===== config.mk =====
export PLATFORM = sky130hd
export DESIGN_NAME = drive_cmd_arbiter
export DESIGN_NICKNAME = d
export VERILOG_FILES = /design/src/rtl/drive_pkg.sv /design/src/rtl/arb_timer.sv /design/src/rtl/drive_cmd_arbiter.sv
export SDC_FILE = /design/constraint.sdc
export NUM_CORES = 1
export LEC_CHECK = 0
export BUFFER_PORTS_ARGS = -buffer_cell sky130_fd_sc_hd__buf_2
export CORE_ASPECT_RATIO = 0.6
export CORE_MARGIN = 2
export CORE_UTILIZATION = 50
export CTS_BUF_LIST = sky130_fd_sc_hd__clkbuf_4 sky130_fd_sc_hd__clkbuf_8
export DETAILED_ROUTE_END_ITERATION = 6
export PLACE_DENSITY = 0.66
export RECOVER_POWER = 50
export SLEW_MARGIN = 20
export SYNTH_ARGS = -nofsm -noshare
export SYNTH_HDL_FRONTEND = slang
export SYNTH_HIERARCHICAL = 1
export SYNTH_SLANG_ARGS = --single-unit

===== constraint.sdc =====
create_clock -name clk_50 -period 3.1 [get_ports clk_50]
set_clock_uncertainty 0.1 [all_clocks]
set_input_delay 0.62 -clock clk_50 [delete_from_list [all_inputs] [get_ports clk_50]]
set_output_delay 0.62 -clock clk_50 [all_outputs]
set_load 0.05 [all_outputs]

===== src/rtl/drive_pkg.sv =====
// -----------------------------------------------------------------------------
// drive_pkg
// Shared types for the drive command arbiter:
//   cmd_t        drive command codes (STOP, FWD, LEFT, RIGHT, REV)
//   src_t        active command source (NONE, IR, CAM)
//   arb_state_t  frame sequencer states (IDLE, WAIT_ACK, GAP)
//   sanitize_cmd maps the unused codes 5..7 to STOP
// -----------------------------------------------------------------------------
package drive_pkg;

    typedef enum logic [2:0] {
        STOP  = 3'd0,
        FWD   = 3'd1,
        LEFT  = 3'd2,
        RIGHT = 3'd3,
        REV   = 3'd4
    } cmd_t;

    typedef enum logic [1:0] {
        NONE = 2'd0,
        IR   = 2'd1,
        CAM  = 2'd2
    } src_t;

    typedef enum logic [1:0] {
        IDLE     = 2'd0,
        WAIT_ACK = 2'd1,
        GAP      = 2'd2
    } arb_state_t;

    // Any code outside the defined command set must never reach the motors
    // as something other than a stop.
    function automatic cmd_t sanitize_cmd(input logic [2:0] code);
        cmd_t result;
        if (code > 3'd4) begin
            result = STOP;
        end else begin
            result = cmd_t'(code);
        end
        return result;
    endfunction

endpackage


===== src/rtl/arb_timer.sv =====
// -----------------------------------------------------------------------------
// arb_timer
// Down-counter with synchronous load. Counts down by one per enabled cycle and
// parks at zero.
// Ports:
//   clk_50      clock
//   reset       asynchronous active-high reset (count -> 0)
//   load        load load_value this cycle (wins over enable)
//   load_value  value to load
//   en          decrement enable
//   zero        count is zero
// -----------------------------------------------------------------------------
module arb_timer #(
    parameter int WIDTH = 8
) (
    input  logic             clk_50,
    input  logic             reset,
    input  logic             load,
    input  logic [WIDTH-1:0] load_value,
    input  logic             en,
    output logic             zero
);

    localparam logic [WIDTH-1:0] ONE = WIDTH'(1);

    logic [WIDTH-1:0] count_reg;

    always_ff @(posedge clk_50 or posedge reset) begin
        if (reset) begin
            count_reg <= '0;
        end else if (load) begin
            count_reg <= load_value;
        end else if (en && (count_reg != '0)) begin
            count_reg <= count_reg - ONE;
        end
    end

    assign zero = (count_reg == '0);

endmodule


===== src/rtl/drive_cmd_arbiter.sv =====
// -----------------------------------------------------------------------------
// drive_cmd_arbiter
// Chooses between the IR remote (held for HOLD_CYCLES after its last command)
// and the camera tracker, tags the command with the mic speed level and
// sequences frames to the UART JSON transmitter over a req/ack handshake with
// ack timeout and an inter-frame gap.
//
// Optional feature macro: DRIVE_ARB_KEEPALIVE_EN
//   defined   -> an unchanged selection is re-sent every KEEPALIVE_CYCLES
//   undefined -> frames only on selection change and after reset
//
// Ports:
//   clk_50     50 MHz system clock
//   reset      asynchronous active-high reset
//   ir_valid   1-cycle strobe, ir_cmd valid
//   ir_cmd     IR command code
//   cam_valid  camera target detected (level)
//   cam_dir    camera command code
//   speed      speed level, sampled at frame launch
//   tx_req     frame request to transmitter
//   tx_cmd     frame command (stable while tx_req)
//   tx_speed   frame speed (stable while tx_req)
//   tx_ack     1-cycle strobe, transmitter finished frame
//   src        active source (0 NONE, 1 IR, 2 CAM)
//   ack_err    sticky: a frame timed out waiting for tx_ack
// -----------------------------------------------------------------------------
module drive_cmd_arbiter
    import drive_pkg::*;
#(
    parameter int HOLD_CYCLES        = 25_000_000,
    parameter int KEEPALIVE_CYCLES   = 5_000_000,
    parameter int ACK_TIMEOUT_CYCLES = 1_000_000,
    parameter int GAP_CYCLES         = 16
) (
    input  logic       clk_50,
    input  logic       reset,
    input  logic       ir_valid,
    input  logic [2:0] ir_cmd,
    input  logic       cam_valid,
    input  logic [2:0] cam_dir,
    input  logic [1:0] speed,
    output logic       tx_req,
    output logic [2:0] tx_cmd,
    output logic [1:0] tx_speed,
    input  logic       tx_ack,
    output logic [1:0] src,
    output logic       ack_err
);

    localparam int HOLD_W = $clog2(HOLD_CYCLES + 1);
    localparam int ACK_W  = $clog2(ACK_TIMEOUT_CYCLES + 1);
    localparam int GAP_W  = $clog2(GAP_CYCLES + 1);

    arb_state_t state_reg;
    cmd_t       ir_cmd_reg;
    cmd_t       sel_cmd_reg, sel_cmd_next;
    src_t       src_reg, src_next;
    cmd_t       last_cmd_reg;
    src_t       last_src_reg;
    cmd_t       tx_cmd_reg;
    logic [1:0] tx_speed_reg;
    logic       tx_req_reg;
    logic       ack_err_reg;
    logic       dirty_reg;
    logic       dirty_now;
    logic       launch;
    logic       ka_expire;
    logic       hold_zero, ack_zero, gap_zero;
    logic       frame_done;

    // ---------------------------------------------------------------- timers
    arb_timer #(.WIDTH(HOLD_W)) u_hold_timer (
        .clk_50     (clk_50),
        .reset      (reset),
        .load       (ir_valid),
        .load_value (HOLD_W'(HOLD_CYCLES)),
        .en         (1'b1),
        .zero       (hold_zero)
    );

    // Loaded with N-1 so the timeout fires on the Nth cycle of tx_req.
    arb_timer #(.WIDTH(ACK_W)) u_ack_timer (
        .clk_50     (clk_50),
        .reset      (reset),
        .load       (launch),
        .load_value (ACK_W'(ACK_TIMEOUT_CYCLES - 1)),
        .en         (state_reg == WAIT_ACK),
        .zero       (ack_zero)
    );

    // Leaving WAIT_ACK (ack or timeout); ack has priority over timeout.
    assign frame_done = (state_reg == WAIT_ACK) && (tx_ack || ack_zero);

    // Loaded with N-1 so GAP lasts exactly N cycles.
    arb_timer #(.WIDTH(GAP_W)) u_gap_timer (
        .clk_50     (clk_50),
        .reset      (reset),
        .load       (frame_done),
        .load_value (GAP_W'(GAP_CYCLES - 1)),
        .en         (state_reg == GAP),
        .zero       (gap_zero)
    );

`ifdef DRIVE_ARB_KEEPALIVE_EN
    localparam int KA_W = $clog2(KEEPALIVE_CYCLES + 1);

    logic ka_zero;
    logic ka_armed_reg;

    // Loaded with N-1 at launch: the zero cycle is the last one before the
    // period ends, so a launch on that cycle puts the next tx_req exactly
    // KEEPALIVE_CYCLES after the previous one.
    arb_timer #(.WIDTH(KA_W)) u_keepalive_timer (
        .clk_50     (clk_50),
        .reset      (reset),
        .load       (launch),
        .load_value (KA_W'(KEEPALIVE_CYCLES - 1)),
        .en         (1'b1),
        .zero       (ka_zero)
    );

    // The timer parks at zero; armed turns that level into a single expiry.
    always_ff @(posedge clk_50 or posedge reset) begin
        if (reset) begin
            ka_armed_reg <= 1'b0;
        end else if (launch) begin
            ka_armed_reg <= 1'b1;
        end else if (ka_zero) begin
            ka_armed_reg <= 1'b0;
        end
    end

    assign ka_expire = ka_armed_reg && ka_zero;
`else
    assign ka_expire = 1'b0;
`endif

    // ------------------------------------------------------------- selection
    // ir_valid is honoured in its own cycle so the registered selection
    // reflects it one cycle later, before the hold timer has been loaded.
    always_comb begin
        sel_cmd_next = STOP;
        src_next     = NONE;
        if (ir_valid) begin
            sel_cmd_next = sanitize_cmd(ir_cmd);
            src_next     = IR;
        end else if (!hold_zero) begin
            sel_cmd_next = ir_cmd_reg;
            src_next     = IR;
        end else if (cam_valid) begin
            sel_cmd_next = sanitize_cmd(cam_dir);
            src_next     = CAM;
        end
    end

    // dirty_reg remembers changes seen while busy (even ones that later
    // revert); the live compare lets IDLE launch without an extra cycle.
    assign dirty_now = dirty_reg
                     || (sel_cmd_reg != last_cmd_reg)
                     || (src_reg != last_src_reg)
                     || ka_expire;

    assign launch = (state_reg == IDLE) && dirty_now;

    always_ff @(posedge clk_50 or posedge reset) begin
        if (reset) begin
            ir_cmd_reg   <= STOP;
            sel_cmd_reg  <= STOP;
            src_reg      <= NONE;
            last_cmd_reg <= STOP;
            last_src_reg <= NONE;
            dirty_reg    <= 1'b1;
        end else begin
            if (ir_valid) begin
                ir_cmd_reg <= sanitize_cmd(ir_cmd);
            end
            sel_cmd_reg <= sel_cmd_next;
            src_reg     <= src_next;
            if (launch) begin
                last_cmd_reg <= sel_cmd_reg;
                last_src_reg <= src_reg;
                dirty_reg    <= 1'b0;
            end else begin
                dirty_reg    <= dirty_now;
            end
        end
    end

    // ------------------------------------------------------- frame sequencer
    always_ff @(posedge clk_50 or posedge reset) begin
        if (reset) begin
            state_reg    <= IDLE;
            tx_req_reg   <= 1'b0;
            tx_cmd_reg   <= STOP;
            tx_speed_reg <= 2'd0;
            ack_err_reg  <= 1'b0;
        end else begin
            case (state_reg)
                IDLE: begin
                    if (launch) begin
                        tx_cmd_reg   <= sel_cmd_reg;
                        tx_speed_reg <= speed;
                        tx_req_reg   <= 1'b1;
                        state_reg    <= WAIT_ACK;
                    end
                end
                WAIT_ACK: begin
                    if (tx_ack) begin
                        tx_req_reg <= 1'b0;
                        state_reg  <= GAP;
                    end else if (ack_zero) begin
                        tx_req_reg  <= 1'b0;
                        ack_err_reg <= 1'b1;
                        state_reg   <= GAP;
                    end
                end
                GAP: begin
                    if (gap_zero) begin
                        state_reg <= IDLE;
                    end
                end
                default: begin
                    tx_req_reg <= 1'b0;
                    state_reg  <= IDLE;
                end
            endcase
        end
    end

    assign tx_req   = tx_req_reg;
    assign tx_cmd   = tx_cmd_reg;
    assign tx_speed = tx_speed_reg;
    assign src      = src_reg;
    assign ack_err  = ack_err_reg;

endmodule


==> results of run 1 <==
[kinds of logic after synthesis]
kind of cell / synth area share [%]
mux: 5.10
fa+ha+maj: 1.52
xor+xnor: 8.93
other cells: 0.182
flops: 42.5
simple gates: 21.9
buf+inv: 4.13
compound gates: 15.7
[cell type report]
class                   instances  area (µm²)
fillers                       692        3180
multi-input cells             359        2380
flip-flops and latches         70        1750
clock buffers                  13         173
repair buffers                 30         166
well taps                     108         135
inverters                      25        93.8
clock inverters                 3        65.1
[worst register-to-register path: stages, from the launching register on]
cell     delay, ps
dfrtp_1        400
inv_1          120
ha_1           160
or4b_4         500
or3_1          490
nor2_1         260
o21ai_1        110
nor2_1          90
buf_4          170
a21oi_1         60
a21oi_1        170
[metrics by stage]
stage | instance area (µm²) | power [mW] | hold slack [ps]
global placement | 4550 | 2.74 | 357
global route | 4770 | 3.87 | 134
floorplan | 4320 | 2.46 | 299
CTS | 4790 | 3.67 | 103
finish | 4770 | 3.63 | 133
detailed placement | 4550 | 2.78 | 368
[layer usage]
metal,GRT usage [%],routed length (µm),vias up
met5,0,0,-
met4,5.75,72,0
met3,5.98,545,8
met2,27.5,3440,100
met1,32.9,4640,1545
li1,-,-,1610
[cell usage in the layout (no fill, tap or decap), drive strengths merged, types with 9 or more instances in the layout]
master   n
o21ai   35
dfrtp   69
a21oi   16
buf     27
nor2    29
xnor2   22
clkbuf  16
nand3   10
o211ai   9
nor3     9
xor2    20
nand2   37
mux2    18
nor4    11
conb    55
inv     25
[worst paths after layout]
path / start / end / depth (start not counted) / slack, ps
max: u_ack_timer/count_reg[0] / u_gap_timer/count_reg[2] / 10 / 390
min: reset / u_gap_timer/count_reg[0] / 2 / 130
max reg2reg: u_ack_timer/count_reg[0] / u_gap_timer/count_reg[2] / 10 / 390
min reg2reg: ack_err / ack_err / 1 / 380
max in group asynchronous: reset / u_hold_timer/count_reg[17] / 3 / 1350
min in group clk_50: ack_err / ack_err / 1 / 380
[power groups by stage]
| stage | logic (mW) | registers, mW | clock network (mW) |
|---|---|---|---|
| finish | 1.29 | 1.48 | 0.863 |
| global route | 1.44 | 1.51 | 0.918 |
| CTS | 1.30 | 1.48 | 0.890 |
| detailed placement | 1.29 | 1.49 | 0 |
| global placement | 1.26 | 1.48 | 0 |
| floorplan | 0.902 | 1.56 | 0 |
[Yosys cell counts, drive strengths merged (3+ instances only)]
cell	instances
nand2	37
nand3	10
o2111ai	5
o31ai	5
xor2	20
mux2	18
o21ai	35
a31oi	5
nand2b	4
or4b	4
nor2b	6
a211oi	5
nor3	9
o211ai	9
nor2	29
or3	6
buf	4
and4	3
dfrtp	69
inv	25
nand4	6
or4	4
nand3b	3
ha	5
clkbuf	11
nor4	11
a21oi	16
xnor2	22
nor3b	3
==> reports/results.ini, run 1 <==
[placed_design]
dpl_worst_slack_ps = 443
place_congestion = 0.863
port_buffers = 21
placedCellCount = 592
dp_hpwl_um = 6150

[flow_run]
cap_viol_max_count = 0

[floorplan]
fp.dieW_um = 121
start_util_pct = 51.9
coreArea_um2 = 7950
die-area_um2 = 9010
std_cell_rows = 25
fp.dieH_um = 74.3
ios = 22

[worst_setup_path]
crit_fanout = 11
cp_slowest_cell = or4b_4
path_buf_inv = 2
crit_required_ps = 3260
critPathKind = reg2reg
crit_path_end_kind = flop
cp.arrival_ps = 2880
critPathMaxStageDelay_ps = 500
start_kind = flop
crit_chain = inv_1 > ha_1 > or4b_4 > or3_1 > nor2_1 > o21ai_1 > nor2_1 > buf_4 > a21oi_1 > a21oi_1
cp_top_family = simple AND/OR/NAND/NOR gates

[synth]
ys.flop_type = dfrtp_1
synth_edf_count = 0
yosys-top-cells-area = dfrtp_1, xnor2_1, xor2_1
synth_cells = 416
yosys.cell_types.count = 65
synthArstFlopShare_pct = 100
yosysWarningCount = 6
ys_seq_area_share_pct = 42.5
postSynthRegisterBits = 70
yosys.area.top_type_share_pct = 41.9
netlist_area_um2 = 4120
syn_avg_cell_area_um2 = 9.91
yosysTopAreaCell = dfrtp_1

[global_route]
antenna_found_initial = 0
grt_use_total_pct = 20.9
overflow = 0
grt_pass1_wl_um = 14600
grt_pass1_vias = 2968
grt_max_degree = 43

[cts]
clock_latency_ps = 340
cts.clk_slew.worst_paths_ps = 70
postCtsSetupBuffers = 0
cts.sinks = 70
cts_root_buf = clkbuf_8
hold_buffers = 0
post_cts_resized = 0
cts_made_buffers = 9
cts_tree = built
cts_max_path_buffers = 2
htreeDepth = 3

[power]
combPwrFrac_pct = 35.5
switchingPower_mw = 1.38
peakVddDrop_v = 0.000304
switching_share_pct = 38.0
p_leak_nw = 2.04
clock_power_share_pct = 23.8
p_int_mw = 2.25
powerDensity_nw_per_um2 = 762
seqPwrFrac_pct = 40.7

[run_status]
status = completed

[routing]
vias = 3263
route.detailed.drc = 0
dr.pass1.iters = 5
drtIter0Drc = 387
wl_um = 8710
wire_per_inst_um = 14.3
via_per_inst = 5.37
ant_nets = 0

[timing]
fmax_mhz = 369
setup-violations-final = 0
rsz0062_at_grt = no
post-route-period-util_pct = 87.5
setup_tns_ps = 0
finalWorstSetupSlack_ps = 387
slew_headroom_pct = 3.89
min_period_ps = 2710
slew_violations = 0
worstMarginPinSlew_ps = 1440
finalHoldViolCount = 0

[final_layout]
largest_reg_flops = 25
drive_above_1_share_pct = 15.8
utilization_pct = 60.0
nets = 513
antenna_cells = 0
stdcell_count = 608
area.growth.synth_to_final_pct = 15.6

[min_path]
hp-class = in2async

No activity file was read; power rests on OpenSTA's default activity.
==> run 2: changes to the inputs <==
Settings changed: ABC_CLOCK_PERIOD_IN_PS set to 3100, CORE_UTILIZATION 50 to 55, MAX_ROUTING_LAYER set to met4, PLACE_DENSITY 0.66 to 0.72.
==> run 2 against run 1 <==
Effect of this change: register-to-register slack improved by 70 ps; via count shrank 0.31%; highest routed layer unchanged; sequential share of layout area increased by 0.41 points; clock power is 15% lower; flip-flop and latch count is the same; worst setup slack better by 73 ps; critical path type unchanged; critical endpoint is now u_gap_timer/count_reg[3]; critical path depth did not move; fmax is 2.8% higher.
==> reports/results.ini, run 2 (synthesized netlist as in run 1, its figures left out) <==
[global_route]
grt_max_degree = 33  ; -23%
overflow = 0  ; unchanged
grt_pass1_vias = 3005  ; +1.2%
antenna_found_initial = 0  ; unchanged
grt_pass1_wl_um = 15100  ; +3.1%
grt_use_total_pct = 24.6  ; +3.7 points

[worst_setup_path]
r2r_slack_ps = 460  ; +70 ps
start_kind = flop
cp_slowest_cell = or4b_4
r2r_cells = 10  ; unchanged
rr_startpoint = u_ack_timer/count_reg[0]
cpMostUsedCell = nor2_1
crit_required_ps = 3290  ; +30 ps
critPathMaxStageDelay_ps = 490  ; about the same
crit_fanout = 11  ; unchanged
crit_path_end_kind = flop
reg2reg_to = u_gap_timer/count_reg[3]
critPathKind = reg2reg
cp.arrival_ps = 2830  ; -50 ps
crit_chain = inv_1 > ha_1 > or4b_4 > or3_1 > nor2_1 > o21ai_1 > nor2_1 > buf_4 > a21oi_1 > a21oi_2

[final_layout]
drive_above_1_share_pct = 15.6  ; -0.17 points
n_fill_cell = 603  ; -13%
final_common_cell = dfrtp_1
nets = 512  ; -0.19%
stdcell_count = 603  ; -0.82%
area.growth.synth_to_final_pct = 14.4
layout_common_cells = dfrtp_1, conb_1, nand2_1
antenna_cells = 0  ; unchanged
utilization_pct = 64.9  ; +4.9 points
largest_reg_flops = 25  ; unchanged

[cts]
post_cts_resized = 0  ; unchanged
cts_made_buffers = 9  ; unchanged
cts_root_buf = clkbuf_8
postCtsSetupBuffers = 0  ; unchanged
cts_tree = built
hold_buffers = 0  ; unchanged
cts_max_path_buffers = 2  ; unchanged
clock_latency_ps = 360  ; +20 ps
cts.clk_slew.worst_paths_ps = 80  ; about the same
cts.sinks = 70  ; unchanged
htreeDepth = 3  ; unchanged

[placed_design]
dp_hpwl_um = 6680  ; +8.6%
port_buffers = 21  ; unchanged
placedCellCount = 587  ; -0.84%
place_congestion = 0.931  ; +7.9%

[timing]
setup_tns_ps = 0  ; unchanged
holdWs_ps = 98.0  ; -35.1 ps
slew_headroom_pct = 4.56  ; +0.68 points
setup-violations-final = 0  ; unchanged
worstMarginPinSlew_ps = 1430  ; -10.1 ps
fmax_mhz = 379  ; +2.8%
rsz0062_at_grt = no
post-route-period-util_pct = 85.1  ; -2.4 points
min_period_ps = 2640  ; -73.4 ps
slew_violations = 0  ; unchanged
finalHoldViolCount = 0  ; unchanged

[routing]
vias = 3253  ; -0.31%
dr.pass1.iters = 5  ; unchanged
via_per_inst = 5.39  ; +0.52%
route.detailed.drc = 0  ; unchanged
wire_per_inst_um = 14.9  ; +4.3%
ant_nets = 0  ; unchanged
drtIter0Drc = 261  ; -33%
wl_um = 9000  ; +3.4%

[run_status]
status = completed

[floorplan]
die-area_um2 = 8220  ; -8.7%
ios = 22  ; unchanged
fp.dieH_um = 71.1  ; -4.4%
fp.dieW_um = 116  ; -4.5%
start_util_pct = 56.7  ; +4.8 points
coreArea_um2 = 7270  ; -8.5%
std_cell_rows = 24  ; -4.0%

[power]
powerDensity_nw_per_um2 = 749  ; -1.7%
peakVddDrop_v = 0.000369  ; +21%
total_power_mw = 3.53  ; -2.8%
p_leak_nw = 2.01  ; -1.4%

[flow_run]
cap_viol_max_count = 0  ; unchanged

[min_path]
hp-class = in2async

## run 2: changes by cell type in the layout (fill, tap and decap cells not counted), sizes merged
cell / delta
clkinv: +3
inv: +1
clkbuf: -4
bufinv: -1
buf: -1
clkinvlp: +1
## run 2: worst max-delay path by stage
| stage | cells past startpoint | slack [ps] | to | from |
|---|---|---|---|---|
| after floorplan | 11 | 550 | u_gap_timer/count_reg[3] | u_ack_timer/count_reg[0] |
| after global placement | 10 | 610 | u_gap_timer/count_reg[2] | u_ack_timer/count_reg[0] |
| after detailed placement | 10 | 490 | u_gap_timer/count_reg[3] | u_ack_timer/count_reg[0] |
| after CTS | 10 | 470 | u_gap_timer/count_reg[2] | u_ack_timer/count_reg[0] |
| after global routing | 4 | 210 | u_hold_timer/count_reg[1] | ir_valid |
| final | 10 | 460 | u_gap_timer/count_reg[3] | u_ack_timer/count_reg[0] |
## run 2: layout make-up
class	count	area, µm²	area share [%]
timing repair buffer	29	159	3.37
tap	104	130	2.76
multi-input combinational	359	2380	50.5
clock buffer	9	124	2.63
sequential	70	1750	37.2
clock inverter	7	73.8	1.57
inverter	25	93.8	1.99
## run 2: critical path, delay by kind of cell (launching register included)
kind,cells,cell delay [ps]
AND/OR/NAND/NOR,4,1310
flip-flops,1,400
AO/OA/AOI/OAI,3,330
buffers and inverters,2,310
adder cells (fa/ha/maj),1,150
## run 2: where the power goes
part           internal (mW)  leakage, nW  switching (mW)
clock                  0.373       0.0996           0.364
sequential              1.19        0.841           0.303
combinational          0.546         1.07           0.758
## run 2: per-layer routing
metal | track usage [%] | up-vias | part of all wire (%)
li1 | - | 1601 | -
met2 | 31.1 | 83 | 39
met1 | 38.2 | 1560 | 54
met3 | 6.68 | 9 | 5.8
met4 | 6.35 | 0 | 0.77
met5 | - | - | 0
## run 2: stage by stage
stage / worst slack (ps) / cell area [µm²]
after floorplan: 552 / 4320
after global placement: 605 / 4540
after detailed placement: 494 / 4540
after CTS: 471 / 4740
after global routing: 211 / 4710
final: 461 / 4710
